## src/rtl/seq_detect_param.sv

```systemverilog
// seq_detect_param
// Serial bit-pattern detector with a runtime-reloadable pattern, selectable
// overlapping / non-overlapping detection and a saturating match counter.
//
// Ports:
//   clk          rising-edge clock
//   rst          synchronous active-high reset
//   dn           serial data bit, sampled when din_valid is high
//   din_valid    qualifies dn
//   overlap      1 = overlapping detection, 0 = non-overlapping
//   pat_load     load pat_in into the pattern register (takes priority over dn)
//   pat_in       new pattern, MSB is the first bit received
//   cnt_clr      clear match_count (wins over a simultaneous hit)
//   y            registered one-cycle match pulse
//   match_count  saturating count of matches since reset / clear
module seq_detect_param #(
    parameter int                 PAT_LEN = 4,
    parameter logic [PAT_LEN-1:0] PATTERN = 4'b1100,
    parameter int                 COUNT_W = 8
) (
    input  logic               clk,
    input  logic               rst,
    input  logic               dn,
    input  logic               din_valid,
    input  logic               overlap,
    input  logic               pat_load,
    input  logic [PAT_LEN-1:0] pat_in,
    input  logic               cnt_clr,
    output logic               y,
    output logic [COUNT_W-1:0] match_count
);

    localparam int                FILL_W = $clog2(PAT_LEN + 1);
    localparam logic [FILL_W-1:0] FULL   = FILL_W'(PAT_LEN);

    logic [PAT_LEN-1:0] pat_reg;
    logic [PAT_LEN-1:0] hist;
    logic [FILL_W-1:0]  fill;

    logic [PAT_LEN-1:0] hist_n;
    logic [FILL_W-1:0]  fill_n;
    logic               hit;

    // fill counts bits received since the last restart (reset, load or a
    // non-overlapping hit); hist is only trusted once fill reaches PAT_LEN.
    always_comb begin
        hist_n = {hist[PAT_LEN-2:0], dn};
        fill_n = (fill == FULL) ? fill : fill + FILL_W'(1);
        hit    = !pat_load && din_valid && (fill_n == FULL) && (hist_n == pat_reg);
    end

    always_ff @(posedge clk) begin
        if (rst) begin
            pat_reg <= PATTERN;
            hist    <= '0;
            fill    <= '0;
            y       <= 1'b0;
        end else if (pat_load) begin
            pat_reg <= pat_in;
            fill    <= '0;
            y       <= 1'b0;
        end else if (din_valid) begin
            hist <= hist_n;
            y    <= hit;
            // Non-overlapping: the next match must be built from fresh bits.
            fill <= (hit && !overlap) ? '0 : fill_n;
        end else begin
            y <= 1'b0;
        end
    end

    always_ff @(posedge clk) begin
        if (rst || cnt_clr)
            match_count <= '0;
        else if (hit && (match_count != '1))
            match_count <= match_count + COUNT_W'(1);
    end

endmodule
```

## config.mk

```make
export PLATFORM = sky130hd
export DESIGN_NAME = seq_detect_param
export DESIGN_NICKNAME = d
export VERILOG_FILES = /design/src/rtl/seq_detect_param.sv
export SDC_FILE = /design/constraint.sdc
export NUM_CORES = 1
export LEC_CHECK = 0
export BUFFER_PORTS_ARGS = -buffer_cell sky130_fd_sc_hd__buf_2
export CAP_MARGIN = 20
export CORE_ASPECT_RATIO = 1.2
export CORE_MARGIN = 2
export CORE_UTILIZATION = 52
export CTS_CLUSTER_SIZE = 20
export DETAILED_ROUTE_END_ITERATION = 10
export PLACE_DENSITY_LB_ADDON = 0.3
export SETUP_SLACK_MARGIN = 0.02
export SYNTH_ARGS = -nofsm -noshare
export SYNTH_HDL_FRONTEND = slang
export SYNTH_SLANG_ARGS = --single-unit
```

## constraint.sdc

```tcl
create_clock -name clk -period 2.59 [get_ports clk]
set_clock_uncertainty 0.15 [all_clocks]
set_input_delay 0.3885 -clock clk [delete_from_list [all_inputs] [get_ports clk]]
set_output_delay 0.3885 -clock clk [all_outputs]
set_load 0.03 [all_outputs]
```

==> flow_metrics.tcl <==
set metrics [dict create \
    status "completed" \
    ctsResizeCount 0 \
    start_util 0.541 \
    root_buffer "clkbuf_4" \
    numPlacedInstances 142 \
    synth_nets 121 \
    detail-route-antenna-nets 0 \
    synthDistinctLibCells 37 \
    fp.dieW_um 43.6 \
    core_area_sq_um 1810 \
    first_pass_iters 4 \
    yosysSeqAreaShare 0.389 \
    synth-simple-area-share 0.246 \
    min_period_over_period 0.858 \
    hold_end "pat_reg[3]$_SDFFE_PP1P_" \
    via_per_inst 5.76 \
    ys_ff_latch 19 \
    rows 17 \
    ctsHtreeMaxLevel 1 \
    peakVddDrop_mv 0.359 \
    ff2ff_path_depth 7 \
    setup_tns_ps 0 \
    grt_pass1_vias 746 \
    routed_wl_mm 1.77 \
    period_needed_ps 2220 \
    synthToLayoutAreaGrowth_pct 12.5 \
    p_leak_nw 0.466 \
    powerDensity_nw_per_um2 450 \
    cts.sinks 19 \
    insertedDiodeCount 0 \
    ys_warn_count 0 \
    synth_top_cell_by_area "dfxtp_1" \
    setup_viol 0 \
    antenna_found_initial 0 \
    path_clk_slew_ps 100 \
    routedWlPerCell_um 12.1 \
    synth_compound_area_frac 0.161 \
    end_kind "flop" \
    netlist_instances 107 \
    rr_endpoint "match_count[3]$_SDFFE_PP0P_" \
    max_cap_violations 0 \
    synth.area.mux_share 0.0716 \
    dieArea_sq_um 2250 \
    regToRegSetupSlack_ps 370 \
    die_h_um 51.5 \
    portBuffers 19 \
    grt_overflow 0 \
    fmax_mhz 450 \
    rsz0062_at_grt "false" \
    synth_top_family_by_area "simple AND/OR/NAND/NOR gates" \
    cts_tree "done" \
    synth_adder_area_share 0.0384 \
    gp_congestion 0.815 \
    cts_buffers 3 \
    grt_start_max_net_pins 14 \
    via_count 841 \
    cp.required_ps 2660 \
    drc 0 \
    tightestPinTransition_ps 583 \
    drtIter0Drc 10 \
    hp-class "input pin to flop" \
    largest_reg_flops 8 \
    max-slew-margin-rel 0.608 \
    yosys.area_share.xor_xnor 0.0524 \
    drive_gt1_frac 0.220 \
    slew_violations 0 \
    r2r_start "fill[0]$_SDFFE_PP0P_" \
    grt.total_usage 0.181 \
    min_from "pat_in[3]" \
    min_path_cells 2 \
    final_cells 146 \
    final_nets 142 \
    ys_top_cells_by_area "dfxtp_1 39%, mux2i_1 7.2%, nor2_1 4.6%, ha_1 3.8%, xnor2_1 3.6%" \
    cp.arrival_ps 2300 \
    cp-start-kind "flop" \
    postCtsSetupBuffers 0 \
    synth_top_area_frac 0.389 \
    hold_violations 0 \
    grt_pass1_wl_mm 3.12 \
    pin_count 20 \
    synth_area_per_cell_sq_um 9.14 \
    cp_max_fo 10 \
    holdBufCountCts 0 \
    hpwl_mm 1.45 \
    crit_type "flop to flop" \
    netlist_area_sq_um 978 \
    cts_buffer_depth 2 \
    clk_latency_ps 280 \
]
[cell type report]
| cell class | instances | area [sq um] |
|---|---|---|
| multi-input cells | 81 | 557 |
| inverters | 3 | 11.3 |
| repair buffers | 20 | 103 |
| fillers | 180 | 707 |
| flip-flops and latches | 19 | 380 |
| clock buffers | 4 | 26.3 |
| well taps | 19 | 23.8 |
[logic make-up after synthesis]
family                     count (synthesis)
DFF                                       19
buffers and inverters                      7
adders and majority gates                  3
muxes                                      7
and+or+nand+nor                           43
AOI/OAI and AO/OA                         23
xor gates and xnor gates                   5
[per-layer routing]
| metal | part of all wire | global-route usage | wire, um |
|---|---|---|---|
| met5 | 0 | 0 | 0 |
| met1 | 0.42 | 0.216 | 743 |
| met2 | 0.55 | 0.321 | 967 |
| met4 | 0.0057 | 0.0758 | 10 |
| met3 | 0.025 | 0.0208 | 45 |
[placed cells by master (no fill, tap or decap), types with 2 or more instances in the layout]
cell type  count
dfxtp_1       19
buf_2         19
nor2_1        12
mux2i_1        7
nor3_1         6
a21oi_1        6
nand2_1        5
nand3_1        5
xnor2_1        4
inv_1          3
o21ai_0        3
ha_1           3
clkbuf_4       3
nand2b_4       2
a211oi_1       2
nand4_1        2
o41ai_1        2
a41o_1         2
and2b_1        2
a211o_1        2
[per-stage QoR]
stage	worst slack (ps)	total power, mW	hold WS, ps	instance area [sq um]	util
6_report	367	0.495	151	1100	0.609
5_1_grt	176	0.523	145	1100	0.609
4_1_cts	349	0.502	143	1100	0.609
3_5_place_dp	378	0.358	359	1070	0.594
3_3_place_gp	440	0.357	346	1070	0.594
2_1_floorplan	415	0.345	332	978	-
[how the worst max path moves through the flow]
stage	startpoint	endpoint	slack, ps	cells after the start
final	fill[0]$_SDFFE_PP0P_	match_count[3]$_SDFFE_PP0P_	370	7
after global routing	fill[0]$_SDFFE_PP0P_	match_count[3]$_SDFFE_PP0P_	180	7
after CTS	fill[0]$_SDFFE_PP0P_	match_count[3]$_SDFFE_PP0P_	350	7
after detailed placement	fill[0]$_SDFFE_PP0P_	match_count[3]$_SDFFE_PP0P_	380	7
after global placement	pat_load	match_count[3]$_SDFFE_PP0P_	440	6
after floorplan	fill[0]$_SDFFE_PP0P_	match_count[3]$_SDFFE_PP0P_	410	8
[worst max-delay path, cell delays in order (launching register included)]
cell and delay [ps]:
dfxtp_1 380, inv_1 80, ha_1 310, nor2b_1 110
mux2i_1 90, or3_4 380, or4_1 520, a21oi_1 150
[cell usage after synthesis, drive strengths merged]
library cell / count
clkbuf: 1
xnor2: 5
or4: 1
nand2: 5
nand3: 5
o311ai: 1
or3: 2
o21ai: 4
or2: 1
o211ai: 1
nor2b: 1
nand4b: 1
buf: 3
a211oi: 2
nand4: 2
o31ai: 1
mux2i: 7
nor2: 12
a21oi: 6
nor3: 6
o21a: 1
dfxtp: 19
inv: 3
nand2b: 3
nor4: 1
and2b: 2
nand3b: 1
o41ai: 2
a41o: 2
a211o: 2
a31oi: 1
ha: 3
[report_power, final]
group | switching [mW] | leakage (nW) | internal, mW
logic | 0.0229 | 0.297 | 0.0247
registers | 0.00492 | 0.154 | 0.298
clock network | 0.0844 | 0.0150 | 0.0597
Power figures use the tool's default switching activity.
